--- src/rtl/redmule_tile_obi_demux.sv ---
// OBI request demultiplexer that routes one core port to an L1SPM or L2 target by address.
// Define REDMULE_TILE_OBI_DEMUX_ERR_EN to answer unmapped addresses locally with an error response.
module redmule_tile_obi_demux #(
    parameter int unsigned ADDR_W     = 32,
    parameter int unsigned DATA_W     = 32,
    parameter int unsigned N_MAX_TRAN = 1
) (
    input  logic                  clk_i,
    input  logic                  rst_i,
    input  logic                  mgr_req_i,
    output logic                  mgr_gnt_o,
    input  logic [ADDR_W-1:0]     mgr_addr_i,
    input  logic                  mgr_we_i,
    input  logic [DATA_W/8-1:0]   mgr_be_i,
    input  logic [DATA_W-1:0]     mgr_wdata_i,
    output logic                  mgr_rvalid_o,
    output logic [DATA_W-1:0]     mgr_rdata_o,
    output logic                  mgr_err_o,
    output logic [1:0]            sbr_req_o,
    input  logic [1:0]            sbr_gnt_i,
    output logic [ADDR_W-1:0]     sbr_addr_o,
    output logic                  sbr_we_o,
    output logic [DATA_W/8-1:0]   sbr_be_o,
    output logic [DATA_W-1:0]     sbr_wdata_o,
    input  logic [1:0]            sbr_rvalid_i,
    input  logic [2*DATA_W-1:0]   sbr_rdata_i,
    input  logic [1:0]            sbr_err_i,
    output logic                  busy_o
);

    localparam int unsigned CNT_W = $clog2(N_MAX_TRAN + 1);

    logic [CNT_W-1:0] cnt;
    logic             last_sel;
    logic             err_pend;
    logic [63:0]      addr_ext;
    logic             sel;
    logic             err_req;
    logic             can_fwd;
    logic             hs;
    logic             err_hs;
    logic             rsp;

    assign addr_ext = 64'(mgr_addr_i);
    // Target 1 is the L1SPM window; everything else goes to L2 unless flagged unmapped below.
    assign sel      = (addr_ext >= 64'h1000_0000) && (addr_ext < 64'h2000_0000);

`ifdef REDMULE_TILE_OBI_DEMUX_ERR_EN
    assign err_req = mgr_req_i && !sel &&
                     !((addr_ext >= 64'h2000_0000) && (addr_ext < 64'h3000_0000));
`else
    assign err_req = 1'b0;
`endif

    // Only one target may have responses in flight, which keeps responses in request order.
    assign can_fwd = (cnt < CNT_W'(N_MAX_TRAN)) && ((cnt == '0) || (sel == last_sel)) && !err_pend;

    // NOTE: every combinational output gets a default first so no path infers a latch.
    always_comb begin
        sbr_req_o = 2'b00;
        mgr_gnt_o = 1'b0;
        if (err_req) begin
            mgr_gnt_o = (cnt == '0) && !err_pend;
        end else if (can_fwd) begin
            sbr_req_o[sel] = mgr_req_i;
            mgr_gnt_o      = mgr_req_i && sbr_gnt_i[sel];
        end
    end

    assign hs     = mgr_req_i && mgr_gnt_o && !err_req;
    assign err_hs = err_req && mgr_gnt_o;
    assign rsp    = (cnt != '0) && sbr_rvalid_i[last_sel];

    always_comb begin
        mgr_rvalid_o = 1'b0;
        mgr_rdata_o  = '0;
        mgr_err_o    = 1'b0;
        if (err_pend) begin
            mgr_rvalid_o = 1'b1;
            mgr_err_o    = 1'b1;
        end else if (rsp) begin
            mgr_rvalid_o = 1'b1;
            mgr_rdata_o  = last_sel ? sbr_rdata_i[2*DATA_W-1:DATA_W] : sbr_rdata_i[DATA_W-1:0];
            mgr_err_o    = sbr_err_i[last_sel];
        end
    end

    // NOTE: state registers use non-blocking assignments so all flops update together.
    always_ff @(posedge clk_i or posedge rst_i) begin
        if (rst_i) begin
            cnt      <= '0;
            last_sel <= 1'b0;
            err_pend <= 1'b0;
        end else begin
            cnt      <= cnt + CNT_W'(hs) - CNT_W'(rsp);
            err_pend <= err_hs;
            if (hs) begin
                last_sel <= sel;
            end
        end
    end

    assign sbr_addr_o  = mgr_addr_i;
    assign sbr_we_o    = mgr_we_i;
    assign sbr_be_o    = mgr_be_i;
    assign sbr_wdata_o = mgr_wdata_i;
    assign busy_o      = (cnt != '0) || err_pend;

endmodule

--- config.mk ---
export PLATFORM = sky130hd
export DESIGN_NAME = redmule_tile_obi_demux
export DESIGN_NICKNAME = d
export VERILOG_FILES = /design/src/rtl/redmule_tile_obi_demux.sv
export SDC_FILE = /design/constraint.sdc
export NUM_CORES = 1
export LEC_CHECK = 0
export BUFFER_PORTS_ARGS = -buffer_cell sky130_fd_sc_hd__buf_2
export CAP_MARGIN = 20
export CORE_AREA = 2 2 96 98
export DETAILED_ROUTE_END_ITERATION = 12
export DIE_AREA = 0 0 98 100
export GPL_TIMING_DRIVEN = 0
export SETUP_SLACK_MARGIN = 0.15
export SYNTH_ARGS = -nofsm -noshare
export SYNTH_HDL_FRONTEND = slang
export SYNTH_SLANG_ARGS = --single-unit
--- constraint.sdc ---
create_clock -name clk_i -period 2.1 [get_ports clk_i]
set_clock_uncertainty 0.1 [all_clocks]
set_input_delay 0.63 -clock clk_i [delete_from_list [all_inputs] [get_ports clk_i]]
set_output_delay 0.63 -clock clk_i [all_outputs]
set_load 0.01 [all_outputs]
==> results of run 1 <==
-- cells in the final DEF, fill, tap and decap left out, types with 5 or more instances in the layout --
| cell type | count |
|---|---|
| buf_4 | 80 |
| nor2_4 | 22 |
| buf_2 | 156 |
| nor2_2 | 8 |
| mux2i_1 | 18 |
| mux2i_2 | 10 |
| buf_6 | 31 |
| mux2i_4 | 6 |
| buf_12 | 5 |
| nor2_1 | 5 |
-- per-stage QoR --
stage	worst slack, ps	power [W]	hold slack [ps]	std cells
after floorplan	-112	0.000366	271	160
after global placement	-347	0.000574	381	454
after detailed placement	-355	0.000582	381	454
after CTS	-338	0.000845	164	470
after global routing	-393	0.00107	181	476
final	-358	0.00101	176	476
-- registers in the layout, indices dropped and copies added (netlist names) --
signal,flops
cnt,1
last_sel,1
-- synthesized netlist by cell type, types with 2 or more instances --
master and number:
buf_4 70, nor2_1 35, mux2i_1 34, inv_1 4, buf_2 3, buf_6 3
dfrtp_1 2, o21ai_0 2
-- power by group through the flow --
stage | sequential, W | combinational, W | clock, W
3_3_place_gp | 0.0000482 | 0.000526 | 0
3_5_place_dp | 0.0000483 | 0.000533 | 0
6_report | 0.0000511 | 0.000814 | 0.000146
4_1_cts | 0.0000503 | 0.000643 | 0.000151
5_1_grt | 0.0000511 | 0.000863 | 0.000155
2_1_floorplan | 0.0000492 | 0.000317 | 0
-- cell families (layout without fill, tap and decap cells) --
kind of cell | after synthesis | count (layout) | synth area share (%)
AOI/OAI and AO/OA | 4 | 4 | 1.91
buffers and inverters | 80 | 285 | 50.1
DFF | 2 | 2 | 4.25
muxes | 35 | 35 | 29.9
and+or+nand+nor | 39 | 39 | 13.9
-- final timing paths --
kind | start | to | slack [ps]
max reg2reg | last_sel | last_sel | 790
min reg2reg | cnt | cnt | 600
max in group asynchronous | rst_i | cnt | 1610
min in group clk_i | cnt | cnt | 600
max | mgr_addr_i[30] | mgr_gnt_o | -360
min | rst_i | last_sel | 180
-- area by class of cell --
class | count | share of cell area (%)
clock buffer | 3 | 1.35
inverter | 4 | 0.574
sequential | 2 | 1.64
buffer | 76 | 20.2
multi-input combinational | 78 | 28.2
timing repair buffer | 202 | 43.5
tap | 111 | 4.55
-- timing repair --
| item | 4_1_cts | 5_1_grt |
|---|---|---|
| resized for setup | 38 | 89 |
| buffers inserted | 10 | 6 |
| endpoints found under the hold margin | 0 | 0 |
| endpoints found under the setup margin | 37 | 38 |
| cloned | 3 | 0 |
| pin swaps | 26 | 12 |
-- layer usage --
layer  vias to the layer above  track usage [%]
li1                        860                -
met1                       843             6.99
met2                       139             20.8
met3                         2             1.95
met4                         0             1.60
met5                         -                0
==> run metrics, run 1 <==
P_sw about 0.00038 W; Routability Congestion roughly 0.79; CP Cell Sequence buf_6, or4b_4, mux2i_4, nor2_1, buf_2; sequential cell area 50.0 µm²; H-tree levels 1; DR WL/cell approximately 12 µm; die area slightly below 10000 µm²; slowest CP cell or4b_4; Max Cap Viol 0; drt pass-1 iters 3; endpoints failing setup 37; post-synth top area share between 40 and 50%; Distinct cells, synth 15; Synth Flop Type dfrtp_1; Worst-Skew Late Latency about 200 ps; synth top area cells buf_4 (45%), mux2i_1 (29%), nor2_1 (11%); Bufs and invs on worst path 2; Leakage 1.61 nW; Synth Instances 160; Top Layer Used met4; Mapped Area ~1200 µm²; IO Count approximately 250; Final Util about a third; unrepaired setup endpoints after global routing true; Switching Share a little under two fifths; run status complete, but fails checks; routed wire length around 5.8 mm; total grt overflow 0; share of layout cells above drive strength 1 between 90 and 100%; initial antenna violation count 0; final setup TNS -6170 ps; failing checks negative setup slack; initial DRC count 14; Crit. path cell count 5; fin crit share 117%; number of flops mapped to enable cells by yosys 0; worst-margin pin slew between 200 and 300 ps; min cycle time layout approximately 2500 ps; CP Launch Type primary input; largest net degree at the start of global routing 11; Synthesized Nets a little over 300; Met2 Routed Length between 3 and 4 mm; Max Buffers Root-to-Sink 2; Post-route DRC 0; Multi-input gate area 861 µm²; sequential area share after synthesis between 4 and 5%; TritonCTS buffer count 3; Num Clock Sinks 2; Int Pwr 0.000630 W; drt via density between 3 and 4; Starting Density between 10% and 20%; Arr. time, crit path 1730 ps; met1 WL ~1.6 mm; GRT Util Overall approximately 9%; post-synthesis async set-or-reset flop share 100%; critical path class primary input to output pin; combinational share of power 80.5%; DR vias roughly 1800; FMAX a little over 400 MHz; Die X approximately 98 µm; fin area a little over 3000 µm²; nets between 500 and 600; hpwl dp ~4.3 mm; Die Ht approximately 100 µm; cts-stage hold buffer count 0; Area after DPL ~2200 µm²; Worst Reg-to-Reg Cells 6; final hold vios 0; number of antenna diodes 0; CTS root buf clkbuf_8; core area 8890 µm²; Hold Path Class primary input to asynchronous set/reset pin; PortBufs approximately 180; CTS tree built; Synth Register Bits 2; sequential share of power roughly 5.1%; Clock power frac 14.4%; CP peak stage delay around 580 ps; Slew Viols, Final 0; met3 WL ~600 µm; element type at the critical path end output pin; Area growth syn-to-layout 159%; clock-pin slew on the worst setup and hold paths 30 ps; Setup WS post-layout -358 ps; first-pass GRT wire length just under 7 mm; Ys Warns 0; area leader, netlist buf_4; Worst Path Required 1370 ps; maximum vdd drop about 110 µV; syn avg cell area between 7 and 8 µm²; Antenna Nets Post-Route 0; crit-path max FO 3; filler cell count in the final layout a little under 900; Row Count 35; number of global-route vias before repair around 1600; CP top delay family simple AND/OR/NAND/NOR gates; Slew HR 81.7%; PD cells about 330 nW/µm²
Note: power is estimated with default switching activity, not from simulation.
==> run 2: changes to the inputs <==
--- a/config.mk
+++ b/config.mk
@@ -7,10 +7,13 @@
 export LEC_CHECK = 0
 export BUFFER_PORTS_ARGS = -buffer_cell sky130_fd_sc_hd__buf_2
 export CAP_MARGIN = 20
-export CORE_AREA = 2 2 96 98
+export CELL_PAD_IN_SITES_DETAIL_PLACEMENT = 1
+export CELL_PAD_IN_SITES_GLOBAL_PLACEMENT = 2
+export CORE_ASPECT_RATIO = 1.5
+export CORE_UTILIZATION = 10
 export DETAILED_ROUTE_END_ITERATION = 12
-export DIE_AREA = 0 0 98 100
 export GPL_TIMING_DRIVEN = 0
+export PLACE_DENSITY_LB_ADDON = 0.1
 export SETUP_SLACK_MARGIN = 0.15
 export SYNTH_ARGS = -nofsm -noshare
 export SYNTH_HDL_FRONTEND = slang
==> constraint.sdc (replaced) <==
create_clock -name clk_i -period 2.1 [get_ports clk_i]
set_clock_uncertainty 0.1 [all_clocks]
set_input_delay 0.105 -clock clk_i [delete_from_list [all_inputs] [get_ports clk_i]]
set_output_delay 0.105 -clock clk_i [all_outputs]
set_load 0.01 [all_outputs]
==> run metrics, run 2 (synthesis gave the netlist of run 1 again) <==
Arr. time, crit path 1600 ps (was 1730 ps); CTS tree built (unchanged); Slew HR 79.8% (was 81.7%); CTS root buf clkbuf_16 (was clkbuf_8); min cycle time layout 1800 ps (was 2460 ps); initial antenna violation count 0 (unchanged); reg2reg start last_sel (unchanged); most used cells in the layout excluding fill and tap cells buf_2 (186), buf_4 (70), nor2_1 (35) (was buf_2 (156), buf_4 (80), buf_6 (31)); final setup TNS 0 ps (was -6170 ps); element type at the critical path end output pin (unchanged); share of layout cells above drive strength 1 76.4% (was 91.0%); hold slack final 107 ps (was 176 ps); Max Buffers Root-to-Sink 2 (unchanged); first-pass GRT wire length 7.64 mm (was 6.96 mm); Final Util 20.7% (was 34.4%); Bufs and invs on worst path 3 (was 2); run status finished, final reports clean (was complete, but fails checks); routed wire length 5.25 mm (was 5.79 mm); GRT Util Overall 7.69% (was 8.83%); core area 11500 µm² (was 8890 µm²); TritonCTS buffer count 3 (unchanged); Antenna Nets Post-Route 0 (unchanged); drt pass-1 iters 4 (was 3); met1 WL 1.74 mm (was 1.61 mm); maximum vdd drop 219 µV (was 115 µV); WHS Path Cells 4; CP Launch Type flip-flop (was primary input); die area 12200 µm² (was 9800 µm²); nets 491 (was 509); Routability Congestion 0.712 (was 0.786); clock-pin slew on the worst setup and hold paths 30 ps (about the same); largest net degree at the start of global routing 11 (unchanged); Worst Path Required 1890 ps (was 1370 ps); dpl ws 424 ps (was -355 ps); Num Clock Sinks 2 (unchanged); Leakage 1.40 nW (was 1.61 nW); DR vias 1681 (was 1844); Worst-Skew Late Latency 220 ps (was 200 ps); H-tree levels 1 (unchanged); filler cell count in the final layout 1473 (was 885); slowest CP cell mux2_2 (was or4b_4); Hold Path Class primary input to flip-flop (was primary input to asynchronous set/reset pin); CP peak stage delay 390 ps (was 580 ps); DR WL/cell 10.6 µm (was 12.2 µm); Setup WS post-layout 295 ps (was -358 ps); PD cells 362 nW/µm² (was 331 nW/µm²); Largest regs cnt (1), last_sel (1) (unchanged); Die X 90.6 µm (was 98 µm); Starting Density 10.3% (was 13.2%); Die Ht 135 µm (was 100 µm); initial DRC count 23 (was 14); Hold Crit Start sbr_gnt_i[0]; endpoints failing setup 0 (was 37); number of antenna diodes 0 (unchanged); CP top delay family buffers and inverters (was simple AND/OR/NAND/NOR gates); IO Count 249 (unchanged); worst-margin pin slew 303 ps (was 267 ps); met3 WL 813 µm (was 586 µm); FMAX 554 MHz (was 407 MHz); number of global-route vias before repair 1692 (was 1550); Area growth syn-to-layout 101% (was 159%); Post-route DRC 0 (unchanged); CP Cell Sequence buf_4, mux2_2, nand2_4, buf_6, nor2_1, buf_2 (was buf_6, or4b_4, mux2i_4, nor2_1, buf_2); drt via density 3.38 (was 3.87); total setup buffers inserted after CTS 0 (was 10); Met2 Routed Length 2.68 mm (was 3.57 mm); most common cell after layout, fill and taps aside buf_2 (unchanged); Max Cap Viol 0 (unchanged); final hold vios 0 (unchanged); sequential cell area 50.0 µm² (unchanged); unrepaired setup endpoints after global routing false (was true); PortBufs 183 (unchanged); worst reg2reg endpoint cnt (was last_sel); hold worst-path end last_sel; Worst Reg-to-Reg Cells 3 (was 6); crit-path max FO 10 (was 3); FF-to-FF setup slack 860 ps (was 790 ps); fin crit share 85.9% (was 117%); Row Count 48 (was 35); hpwl dp 4.76 mm (was 4.30 mm); total grt overflow 0 (unchanged); Multi-input gate area 543 µm² (was 861 µm²); critical path class flip-flop to output pin (was primary input to output pin); Slew Viols, Final 0 (unchanged); Top Layer Used met4 (unchanged)
run 2: cell count changes in the layout (fill, tap and decap cells not counted), moves of 16 or more:
cell,previous run,this run
buf_6,31,3
mux2i_1,18,34
nor2_1,5,35
nor2_4,22,0
buf_2,156,186
run 2: final cells by class:
cell class | count | share of cell area [%]
plain buffers | 76 | 24.2
clock buffers | 3 | 3.17
inverters | 4 | 0.633
multi-input cells | 78 | 22.9
flip-flops and latches | 2 | 2.11
well taps | 150 | 7.92
repair buffers | 184 | 39.1
run 2: routing by layer:
layer	vias up	global-route usage (%)
met2	152	14.4
met1	707	7.70
li1	818	-
met3	4	3.55
met5	-	0
met4	0	1.61
run 2: timing repair:
| item | in CTS | in global routing |
|---|---|---|
| hold endpoints to repair | 2 | 0 |
| setup endpoints to repair | 0 | 30 |
| hold buffers | 1 | 0 |
| gates resized for setup | 0 | 1 |
run 2: how the worst max path moves through the flow:
stage / slack, ps / from / cells after the start / end
floorplan: 730 / last_sel / 5 / mgr_rdata_o[10]
global placement: 450 / last_sel / 6 / mgr_rdata_o[5]
detailed placement: 420 / last_sel / 6 / mgr_rdata_o[20]
CTS: 180 / last_sel / 6 / mgr_rdata_o[20]
global route: 190 / last_sel / 6 / mgr_rdata_o[6]
finish: 300 / last_sel / 6 / mgr_rdata_o[5]
run 2: worst min-delay path, cell delays in order:
cell and delay (ps):
buf_2 100, inv_1 40, o21ai_0 70, o21ai_0 70
run 2: where the power goes:
part           leakage (nW)  switching [W]  internal (W)   total, W
clock network        0.0370      0.0000450      0.000242   0.000287
logic                  1.34       0.000232      0.000290   0.000522
registers            0.0263     0.00000486     0.0000435  0.0000484
total                  1.40       0.000282      0.000576   0.000858
run 2: per-stage QoR:
| step | power (W) | area [µm²] | instances |
|---|---|---|---|
| finish | 0.000858 | 2370 | 497 |
| global route | 0.000920 | 2370 | 497 |
| global placement | 0.000579 | 2280 | 493 |
| CTS | 0.000873 | 2370 | 497 |
| detailed placement | 0.000578 | 2280 | 493 |
| floorplan | 0.000363 | 1180 | 160 |
